[src/rtl/fetch_unit_if.sv]
// Bus between the decoder/ALU side and the fetch unit: control inputs,
// target-table write port, and the PC/flag/run-status outputs.
interface fetch_unit_if #(
  parameter int PC_W = 10
);
  logic            Start;
  logic            Branch_en;
  logic            Branch_pol;
  logic [2:0]      Target_idx;
  logic            Flag_write;
  logic            Flag_in;
  logic            Halt;
  logic            Lut_we;
  logic [2:0]      Lut_waddr;
  logic [PC_W-1:0] Lut_wdata;
  logic [PC_W-1:0] PC;
  logic            Flag;
  logic            Running;
  logic            Done;

  modport master (
    output Start, Branch_en, Branch_pol, Target_idx, Flag_write, Flag_in,
           Halt, Lut_we, Lut_waddr, Lut_wdata,
    input  PC, Flag, Running, Done
  );

  modport slave (
    input  Start, Branch_en, Branch_pol, Target_idx, Flag_write, Flag_in,
           Halt, Lut_we, Lut_waddr, Lut_wdata,
    output PC, Flag, Running, Done
  );
endinterface

[src/rtl/fetch_unit.sv]
// PC / fetch sequencer with compare flag, 8-entry branch-target table and IDLE/RUN/HALT control.
// Define FETCH_REL_BRANCH_EN to make table entries PC-relative two's-complement offsets.
module fetch_unit #(
  parameter int              PC_W       = 10,
  parameter logic [PC_W-1:0] START_ADDR = '0,
  parameter logic [PC_W-1:0] PROG_END   = {PC_W{1'b1}}
) (
  input  logic         Clk,
  input  logic         Reset_n,
  fetch_unit_if.slave  bus
);

  typedef enum logic [1:0] {
    ST_IDLE = 2'd0,
    ST_RUN  = 2'd1,
    ST_HALT = 2'd2
  } state_e;

  state_e          state_q, state_d;
  logic [PC_W-1:0] pc_q, pc_d;
  logic            flag_q, flag_d;
  logic            running_q, running_d;
  logic            done_q, done_d;

  logic [PC_W-1:0] lut_q [8];
  logic [7:0]      lut_wen;
  logic [PC_W-1:0] lut_entry;
  logic [PC_W-1:0] branch_target;
  logic            branch_taken;

  genvar gi;
  generate
    for (gi = 0; gi < 8; gi++) begin : g_lut_wen
      assign lut_wen[gi] = bus.Lut_we && (bus.Lut_waddr == 3'(gi));
    end
  endgenerate

  // Table needs async clear, so it lives in flops rather than block RAM.
  always_ff @(posedge Clk or negedge Reset_n) begin
    if (!Reset_n) begin
      for (int i = 0; i < 8; i++) lut_q[i] <= '0;
    end else begin
      for (int i = 0; i < 8; i++) begin
        if (lut_wen[i]) lut_q[i] <= bus.Lut_wdata;
      end
    end
  end

  // Reads the pre-edge entry, so a same-cycle write to this index is not seen.
  assign lut_entry = lut_q[bus.Target_idx];

`ifdef FETCH_REL_BRANCH_EN
  assign branch_target = pc_q + lut_entry;
`else
  assign branch_target = lut_entry;
`endif

  assign branch_taken = bus.Branch_en && (flag_q == bus.Branch_pol);

  always_comb begin
    state_d = state_q;
    pc_d    = pc_q;
    flag_d  = flag_q;
    case (state_q)
      ST_IDLE, ST_HALT: begin
        if (bus.Start) begin
          pc_d    = START_ADDR;
          flag_d  = 1'b0;
          state_d = ST_RUN;
        end
      end
      ST_RUN: begin
        if (bus.Flag_write) flag_d = bus.Flag_in;
        if (bus.Halt) begin
          state_d = ST_HALT;
        end else if (branch_taken) begin
          pc_d = branch_target;
        end else if (pc_q == PROG_END) begin
          state_d = ST_HALT;
        end else begin
          pc_d = pc_q + PC_W'(1);
        end
      end
      default: begin
        state_d = ST_IDLE;
      end
    endcase
    running_d = (state_d == ST_RUN);
    done_d    = (state_d == ST_HALT);
  end

  always_ff @(posedge Clk or negedge Reset_n) begin
    if (!Reset_n) begin
      state_q   <= ST_IDLE;
      pc_q      <= '0;
      flag_q    <= 1'b0;
      running_q <= 1'b0;
      done_q    <= 1'b0;
    end else begin
      state_q   <= state_d;
      pc_q      <= pc_d;
      flag_q    <= flag_d;
      running_q <= running_d;
      done_q    <= done_d;
    end
  end

  assign bus.PC      = pc_q;
  assign bus.Flag    = flag_q;
  assign bus.Running = running_q;
  assign bus.Done    = done_q;

endmodule

[src/flat_wrapper.sv]
// flat-port wrapper written by rule: the top's interface ports become plain ports
module fetch_unit_flat 
#(
  parameter int              PC_W       = 10,
  parameter logic [PC_W-1:0] START_ADDR = '0,
  parameter logic [PC_W-1:0] PROG_END   = {PC_W{1'b1}}
)
  (Clk, Reset_n, bus_Start, bus_Branch_en, bus_Branch_pol, bus_Target_idx, bus_Flag_write, bus_Flag_in, bus_Halt, bus_Lut_we, bus_Lut_waddr, bus_Lut_wdata, bus_PC, bus_Flag, bus_Running, bus_Done);
  fetch_unit_if #(.PC_W(PC_W)) bus_i ();
  input  logic Clk;
  input  logic Reset_n;
  input wire logic [$bits(bus_i.Start)-1:0] bus_Start;
  input wire logic [$bits(bus_i.Branch_en)-1:0] bus_Branch_en;
  input wire logic [$bits(bus_i.Branch_pol)-1:0] bus_Branch_pol;
  input wire logic [$bits(bus_i.Target_idx)-1:0] bus_Target_idx;
  input wire logic [$bits(bus_i.Flag_write)-1:0] bus_Flag_write;
  input wire logic [$bits(bus_i.Flag_in)-1:0] bus_Flag_in;
  input wire logic [$bits(bus_i.Halt)-1:0] bus_Halt;
  input wire logic [$bits(bus_i.Lut_we)-1:0] bus_Lut_we;
  input wire logic [$bits(bus_i.Lut_waddr)-1:0] bus_Lut_waddr;
  input wire logic [$bits(bus_i.Lut_wdata)-1:0] bus_Lut_wdata;
  output wire logic [$bits(bus_i.PC)-1:0] bus_PC;
  output wire logic [$bits(bus_i.Flag)-1:0] bus_Flag;
  output wire logic [$bits(bus_i.Running)-1:0] bus_Running;
  output wire logic [$bits(bus_i.Done)-1:0] bus_Done;
  assign bus_i.Start = bus_Start;
  assign bus_i.Branch_en = bus_Branch_en;
  assign bus_i.Branch_pol = bus_Branch_pol;
  assign bus_i.Target_idx = bus_Target_idx;
  assign bus_i.Flag_write = bus_Flag_write;
  assign bus_i.Flag_in = bus_Flag_in;
  assign bus_i.Halt = bus_Halt;
  assign bus_i.Lut_we = bus_Lut_we;
  assign bus_i.Lut_waddr = bus_Lut_waddr;
  assign bus_i.Lut_wdata = bus_Lut_wdata;
  assign bus_PC = bus_i.PC;
  assign bus_Flag = bus_i.Flag;
  assign bus_Running = bus_i.Running;
  assign bus_Done = bus_i.Done;
  fetch_unit #(.PC_W(PC_W), .START_ADDR(START_ADDR), .PROG_END(PROG_END)) u_core (.Clk(Clk), .Reset_n(Reset_n), .bus(bus_i));
endmodule
[config.mk]
export PLATFORM = sky130hd
export DESIGN_NAME = fetch_unit_flat
export DESIGN_NICKNAME = d
export VERILOG_FILES = /design/src/rtl/fetch_unit_if.sv /design/src/rtl/fetch_unit.sv /design/src/flat_wrapper.sv
export SDC_FILE = /design/constraint.sdc
export NUM_CORES = 1
export LEC_CHECK = 0
export BUFFER_PORTS_ARGS = -buffer_cell sky130_fd_sc_hd__clkbuf_2
export CORE_MARGIN = 1
export CORE_UTILIZATION = 25
export DETAILED_ROUTE_END_ITERATION = 16
export HOLD_SLACK_MARGIN = 0.08
export REMOVE_ABC_BUFFERS = 1
export SLEW_MARGIN = 20
export SYNTH_ARGS = -nofsm -noshare
export SYNTH_HDL_FRONTEND = slang
export SYNTH_SLANG_ARGS = --single-unit
[constraint.sdc]
create_clock -name Clk -period 2.9 [get_ports Clk]
set_input_delay 0.29 -clock Clk [delete_from_list [all_inputs] [get_ports Clk]]
set_output_delay 0.29 -clock Clk [all_outputs]
set_load 0.02 [all_outputs]
==> results of run 1 <==
==> synthesized netlist by cell type, types with 2 or more instances <==
library cell	n	area share
a21oi_1	9	0.010
a31oi_1	3	0.0041
and3_1	3	0.0041
buf_1	2	0.0017
buf_2	3	0.0033
buf_6	2	0.0050
clkbuf_1	12	0.010
dfrtp_1	95	0.53
inv_1	8	0.0066
inv_2	2	0.0017
mux2_2	84	0.21
mux2i_1	6	0.013
mux4_2	20	0.10
nand2_1	9	0.0075
nand2b_1	2	0.0028
nand3_1	5	0.0055
nand4_1	3	0.0041
nand4b_1	3	0.0058
nor2_1	4	0.0033
nor2b_1	3	0.0041
nor3_1	4	0.0044
nor3_2	2	0.0044
nor3b_1	2	0.0033
o21ai_0	5	0.0055
o22ai_1	5	0.0069
o31ai_1	3	0.0050
o31ai_4	2	0.0094
==> cell type report <==
class | count | share of cell area
clock buffers | 11 | 0.0458
clock inverters | 5 | 0.0120
inverters | 10 | 0.00709
multi-input cells | 194 | 0.382
flip-flops and latches | 95 | 0.449
well taps | 225 | 0.0531
repair buffers | 46 | 0.0510
==> worst reg2reg max path: stages (launching register included) <==
cell and delay (ns):
dfrtp_1 0.44, ha_1 0.24, nand3_1 0.10, or4_1 0.65
o31ai_4 0.51, a21oi_1 0.08, a22o_1 0.22
==> where the power goes <==
| group | internal [mW] | switching (mW) |
|---|---|---|
| Combinational | 0.428 | 0.346 |
| Sequential | 1.61 | 0.173 |
| Clock | 0.701 | 0.510 |
==> registers in the layout (all words and copies together), names as in the netlist <==
signal	count
u_core.bus.Running	1
u_core.lut_q	80
u_core.state_q	2
u_core.bus.Flag	1
u_core.bus.Done	1
u_core.bus.PC	10
==> worst max-delay path by stage <==
stage                      from  depth (start not counted)          endpoint
6_report       u_core.bus.PC[0]                          6  u_core.bus.PC[0]
5_1_grt        u_core.bus.PC[0]                          6  u_core.bus.PC[6]
3_3_place_gp   u_core.bus.PC[0]                          6  u_core.bus.PC[6]
4_1_cts        u_core.bus.PC[0]                          6  u_core.bus.PC[0]
2_1_floorplan  u_core.bus.PC[0]                          6  u_core.bus.PC[0]
3_5_place_dp   u_core.bus.PC[0]                          6  u_core.bus.PC[0]
==> through the flow <==
stage	utilization	hold WS [ns]	instances
final	0.303	0.192	586
after global routing	0.303	0.201	586
after CTS	0.303	0.182	586
after detailed placement	0.285	0.361	569
after global placement	0.285	0.349	569
after floorplan	-	-0.00559	299
==> logic make-up (layout without fill, tap and decap cells) <==
kind of cell | after synthesis | after routing | share of synthesized area
flip-flops | 95 | 95 | 0.525
AO/OA/AOI/OAI | 36 | 36 | 0.0581
AND/OR/NAND/NOR | 46 | 46 | 0.0617
XOR/XNOR | 1 | 1 | 0.00194
buffers and inverters | 29 | 72 | 0.0282
adder cells (fa/ha/maj) | 1 | 1 | 0.00277
multiplexers | 110 | 110 | 0.322
==> placed cells by master, fill, tap and decap left out, types with 2 or more instances in the layout <==
cell type	instances
nor3_1	4
nand2_1	9
nand2b_1	2
o22ai_1	5
o31ai_4	2
o31ai_1	3
inv_2	2
buf_4	8
o21ai_0	5
nor2_1	4
dfrtp_1	95
clkbuf_16	9
inv_1	8
nand4b_1	3
mux2_2	84
clkbuf_2	36
and3_1	3
nand4_1	3
mux4_2	20
nor2b_1	3
mux2i_1	6
a31oi_1	3
nand3_1	5
nor3_2	2
a21oi_1	9
==> layer usage <==
| layer | GRT usage | vias to the layer above | part of all wire |
|---|---|---|---|
| li1 | - | 1265 | - |
| met1 | 0.153 | 1458 | 0.46 |
| met4 | 0.0451 | 0 | 0.016 |
| met3 | 0.0315 | 14 | 0.051 |
| met2 | 0.184 | 65 | 0.47 |
| met5 | 0 | - | 0 |
==> repair_timing <==
| item | in CTS | in global routing |
|---|---|---|
| hold buffers | 1 | 0 |
| hold endpoints to repair | 48 | 0 |
| endpoints found under the setup margin | 0 | 0 |
==> summary.md, run 1 <==
| Metric | Value |
|---|---|
| TritonCTS clock tree | done |
| Vias in the first global route | 3005 |
| Hold-critical path depth | 2 |
| Total number of vias | 2802 |
| Layout Area Growth over Synthesis | 17.1% |
| # clock sinks | 95 |
| Crit start category | register |
| Post-layout minimum cycle time | 2.35 ns |
| Root Buffer | clkbuf_16 |
| Yosys cell types | 44 |
| Prevailing post-synth register cell | dfrtp_1 |
| Critical Path AT | 2.58 ns |
| Ant. Diodes | 0 |
| Status | finished clean |
| Avg Inst Size Synth | 14.2 um2 |
| DRT antenna net count | 0 |
| Setup tns final | 0 ns |
| Nets | 382 |
| Top delay family on crit path | compound AO/OA/AOI/OAI gates |
| Hold_sp | bus_Start |
| Die Ht | 137 um |
| Flops & latches, synth | 95 |
| Critical path endpoint category | register |
| Max-Cap Viols | 0 |
| Layout cells sized above 1 | 0.482 |
| Pre-CTS setup slack | 0.610 ns |
| Reg area | 2380 um2 |
| Register area share after synthesis | 0.525 |
| Hold Vio Cnt, Final | 0 |
| Post-synth EDFFs | 0 |
| Slowest stage delay, CP | 0.65 ns |
| Row cnt | 48 |
| Die area | 18600 um2 |
| Yosys warns | 0 |
| DP HPWL | 6510 um |
| DR WL/cell | 16.8 um |
| Worst-Margin Slew | 0.851 ns |
| Unrepaired setup endpoints after global routing | no |
| Worst-path fanout max | 9 |
| Buffers and inverters on the worst path | 0 |
| Total wire length | 9850 um |
| Post-Syn Instances | 318 |
| Fmax | 426 MHz |
| Postcts setup bufs | 0 |
| Clk_skew | 0.00464 ns |
| Hold Crit Endpoint | u_core.state_q[1] |
| Reg2reg path depth | 6 |
| Design Area, Final | 5300 um2 |
| Largest net degree at the start of global routing | 50 |
| Rel. slew slack | 0.431 |
| Clock transition at path regs | 0.06 ns |
| Worst r2r dst | u_core.bus.PC[0] |
| Num CTS Buffers | 9 |
| Reg2Reg Setup Slack | 0.55 ns |
| Post-route DRC | 0 |
| Syn Std Cell Area | 4520 um2 |
| PwrDens | 711 nW/um2 |
| Overflow after GRT | 0 |
| IO buf count | 37 |
| H-tree depth | 3 |
| # IOs | 38 |
| Initial DRC Count | 187 |
| Final setup vio count | 0 |
| Req. time, crit path | 3.13 ns |
| Core Area | 17500 um2 |
| Crit-path cells | ha_1, nand3_1, or4_1, o31ai_4, a21oi_1, a22o_1 |
| Fill cells | 1726 |
| Initial Utilization | 0.259 |
| Multi-input gate area | 2020 um2 |
| Max Buffers Root-to-Sink | 2 |
| DR vias/cell | 4.78 |
| Fin crit share | 0.810 |
| First-pass GRT wire length | 16200 um |
| Crit Path Class | reg2reg |
| Worst min-delay path category | in2reg |
| Worst r2r src | u_core.bus.PC[0] |
| Placement Cell Area | 4980 um2 |
| Static leakage | 2.21 nW |
| First-pass detailed-route iteration total | 4 |
| Pwr Total | 3.77 mW |
| Die Width | 137 um |
| GRT Total Usage | 0.117 |
| Peak VDD IR | 0.286 mV |
| Skew-Pair Late Insertion Delay | 0.34 ns |
| Final worst-path setup slack | 0.551 ns |
| Slew Viols, Final | 0 |
| Slowest stage cell, crit path | or4_1 |
| Initial antenna violation count | 0 |
| RePlAce Congestion | 0.820 |
| Resized cells post-CTS | 0 |
| FFs w/ async S/R, synth | 1.00 |
No activity file was read; power rests on OpenSTA's default activity.
==> run 2, diff against run 1 <==
Settings changed: ABC_AREA set to 1.
Clock period 2.9 ns to 2.44 ns, I/O delays scaled along.
==> summary.md, run 2 <==
| Metric | Value |
|---|---|
| Status | finished clean |
| Nets | 622 (+63%) |
| Post-Syn Instances | 572 (+80%) |
| Total wire length | 11500 um (+16%) |
| Root Buffer | clkbuf_16 |
| Rel. slew slack | 0.473 (+0.0422) |
| Most frequent cells after synthesis | nand2_1, dfrtp_1, o21ai_0, nand3_1, nor2_1 |
| H-tree depth | 3 (unchanged) |
| PwrDens | 898 nW/um2 (+26%) |
| Crit start category | register |
| DR WL/cell | 13.9 um (-17%) |
| Worst-path fanout max | 12 (+3) |
| Commonest non-fill, non-tap cell in the layout | nand2_1 |
| Fmax | 508 MHz (+19%) |
| # clock sinks | 95 (unchanged) |
| DR vias/cell | 4.57 (-4.4%) |
| Total number of vias | 3774 (+35%) |
| Crit-path cells | inv_1, nand2_1, nand3_1, inv_1, nand3_1, nand3_1, nand2_1 |
| Worst min-delay path category | in2reg |
| Slowest stage cell, crit path | inv_1 |
| Crit Path Class | reg2reg |
| DRT antenna net count | 0 (unchanged) |
| Max reg flops | 80 (unchanged) |
| Pwr Total | 4.68 mW (+24%) |
| Flops & latches, synth | 95 (unchanged) |
| Core Util, Final | 0.297 (-0.00596) |
| Commonest cells after routing, fill and taps aside | nand2_1, dfrtp_1, o21ai_0, nand3_1, nor2_1 |
| Max Buffers Root-to-Sink | 2 (unchanged) |
| Postcts setup bufs | 0 (unchanged) |
| Avg Inst Size Synth | 7.96 um2 (-44%) |
| Skew-Pair Late Insertion Delay | 0.36 ns (+0.02 ns) |
| Critical Path AT | 2.22 ns (-0.36 ns) |
| Layout Area Growth over Synthesis | 14.5% |
| Post-synth EDFFs | 0 (unchanged) |
| Setup tns final | 0 ns (unchanged) |
| Yosys cell types | 30 (-32%) |
| Num CTS Buffers | 9 (unchanged) |
| Leading area contributor after synthesis | dfrtp_1 |
| Unrepaired setup endpoints after global routing | no |
| Top-count cell post-synth | nand2_1 |
| Placement Cell Area | 4930 um2 (-1.1%) |
| IO buf count | 37 (unchanged) |
| Initial DRC Count | 288 (+54%) |
| Resized cells post-CTS | 0 (unchanged) |
| Vias in the first global route | 3610 (+20%) |
| Hold_sp | bus_Lut_wdata[3] |
| Largest net degree at the start of global routing | 96 (+92%) |
| Prevailing post-synth register cell | dfrtp_1 |
| Post-route DRC | 0 (unchanged) |
| Design Area, Final | 5210 um2 (-1.6%) |
| Die Ht | 137 um (+0.30%) |
| Post-layout minimum cycle time | 1.97 ns (-0.382 ns) |
| Share of the synthesized area in the top cell type | 0.522 (-0.00318) |
| Worst r2r src | u_core.bus.Flag |
| Final setup vio count | 0 (unchanged) |
| Clock transition at path regs | 0.07 ns (about the same) |
| Critical path endpoint category | register |
| Yosys warns | 0 (unchanged) |
| Reg2Reg Setup Slack | 0.47 ns (-0.08 ns) |
| Register area share after synthesis | 0.522 (-0.00318) |
| CP Launch Point | u_core.bus.Flag |
| Slew Viols, Final | 0 (unchanged) |
| Peak VDD IR | 0.550 mV (+92%) |
| First-pass detailed-route iteration total | 5 (+1) |
| Max-Cap Viols | 0 (unchanged) |
| Die area | 18800 um2 (+0.60%) |
| Req. time, crit path | 2.69 ns (-0.44 ns) |
| Row cnt | 48 (unchanged) |
| DP HPWL | 7210 um (+11%) |
| Initial antenna violation count | 0 (unchanged) |
| Hold Vio Cnt, Final | 0 (unchanged) |
| GRT Total Usage | 0.134 (+0.0168) |
| Hold_ws | 0.111 ns (-0.0819 ns) |
| Clk_skew | 0.00836 ns (+0.00371 ns) |
| Core Area | 17500 um2 (+0.34%) |
| Ant. Diodes | 0 (unchanged) |
| Worst-Margin Slew | 0.789 ns (-0.0626 ns) |
| Layout cells sized above 1 | 0.126 (-0.356) |
| Overflow after GRT | 0 (unchanged) |
| First-pass GRT wire length | 18900 um (+17%) |
| Die Width | 137 um (+0.30%) |
| FFs w/ async S/R, synth | 1.00 (unchanged) |
| CP dominant cell by count | nand3_1 |
| Static leakage | 2.51 nW (+13%) |
| # IOs | 38 (unchanged) |
| RePlAce Congestion | 0.776 (-5.4%) |
| Synth area leaders | dfrtp_1, nand2_1, o21ai_0 |
| Fin crit share | 0.806 (-0.00388) |
| Syn Std Cell Area | 4550 um2 (+0.61%) |
| Register name with the most flops | u_core.lut_q |
| TritonCTS clock tree | done |
| Initial Utilization | 0.260 (+0.000683) |
| Slowest stage delay, CP | 0.56 ns (-0.09 ns) |
-- run 2: cell count changes in the layout (fill, tap and decap cells not counted), sizes merged, moves of 5 or more --
cell,delta
o211ai,+8
nand2,+177
mux2i,-6
nor2,+42
inv,+20
mux2,-84
o31ai,-5
o21ai,+88
mux4,-20
nand3,+55
o22ai,-5
-- run 2: cells by family after synthesis --
kind of cell,Yosys count,share of synthesized area
fa+ha+maj,1,0.00275
flops,95,0.522
xor+xnor,3,0.00577
buf+inv,64,0.0621
simple gates,300,0.281
compound gates,109,0.126
-- run 2: through the flow --
| step | std cells | worst slack, ns |
|---|---|---|
| after global placement | 809 | 0.555 |
| after floorplan | 540 | 0.835 |
| after detailed placement | 809 | 0.520 |
| final | 826 | 0.473 |
| after global routing | 826 | 0.308 |
| after CTS | 826 | 0.495 |
-- run 2: repair_timing --
| action | 4_1_cts | 5_1_grt |
|---|---|---|
| hold endpoints to repair | 95 | 0 |
| hold buffers | 1 | 0 |
| setup endpoints to repair | 0 | 0 |
-- run 2: layout make-up --
class,count,area [um2]
fillers,1905,12300
flip-flops and latches,95,2380
multi-input cells,413,1900
well taps,225,282
repair buffers,45,263
clock buffers,9,225
inverters,32,120
clock inverters,7,47.5
-- run 2: path summary, 6_finish.rpt --
kind	end	cells after the start
worst min register to register	u_core.lut_q[20]	2
worst max-delay path	u_core.bus.PC[5]	7
min in group asynchronous	u_core.bus.Running	3
worst min-delay path	u_core.lut_q[3]	3
worst max register to register	u_core.bus.PC[5]	7
max in group asynchronous	u_core.lut_q[35]	3
-- run 2: where the power goes --
group | internal, mW | switching [mW] | leakage (nW) | total [mW]
clock | 0.690 | 0.625 | 0.132 | 1.32
combinational | 0.428 | 0.744 | 1.18 | 1.17
sequential | 1.94 | 0.256 | 1.20 | 2.19
-- run 2: per-layer routing --
layer,vias up,GRT usage,wire length [um]
met5,-,0,0
met2,96,0.200,4930
met3,9,0.0363,687
met1,1772,0.185,5710
met4,0,0.0470,148
li1,1897,-,-
-- run 2: worst max-delay path: cells and delay by family, from the launching register on --
family        cells  cell delay (ns)
buf+inv           2             0.62
flops             1             0.37
simple gates      5             0.87
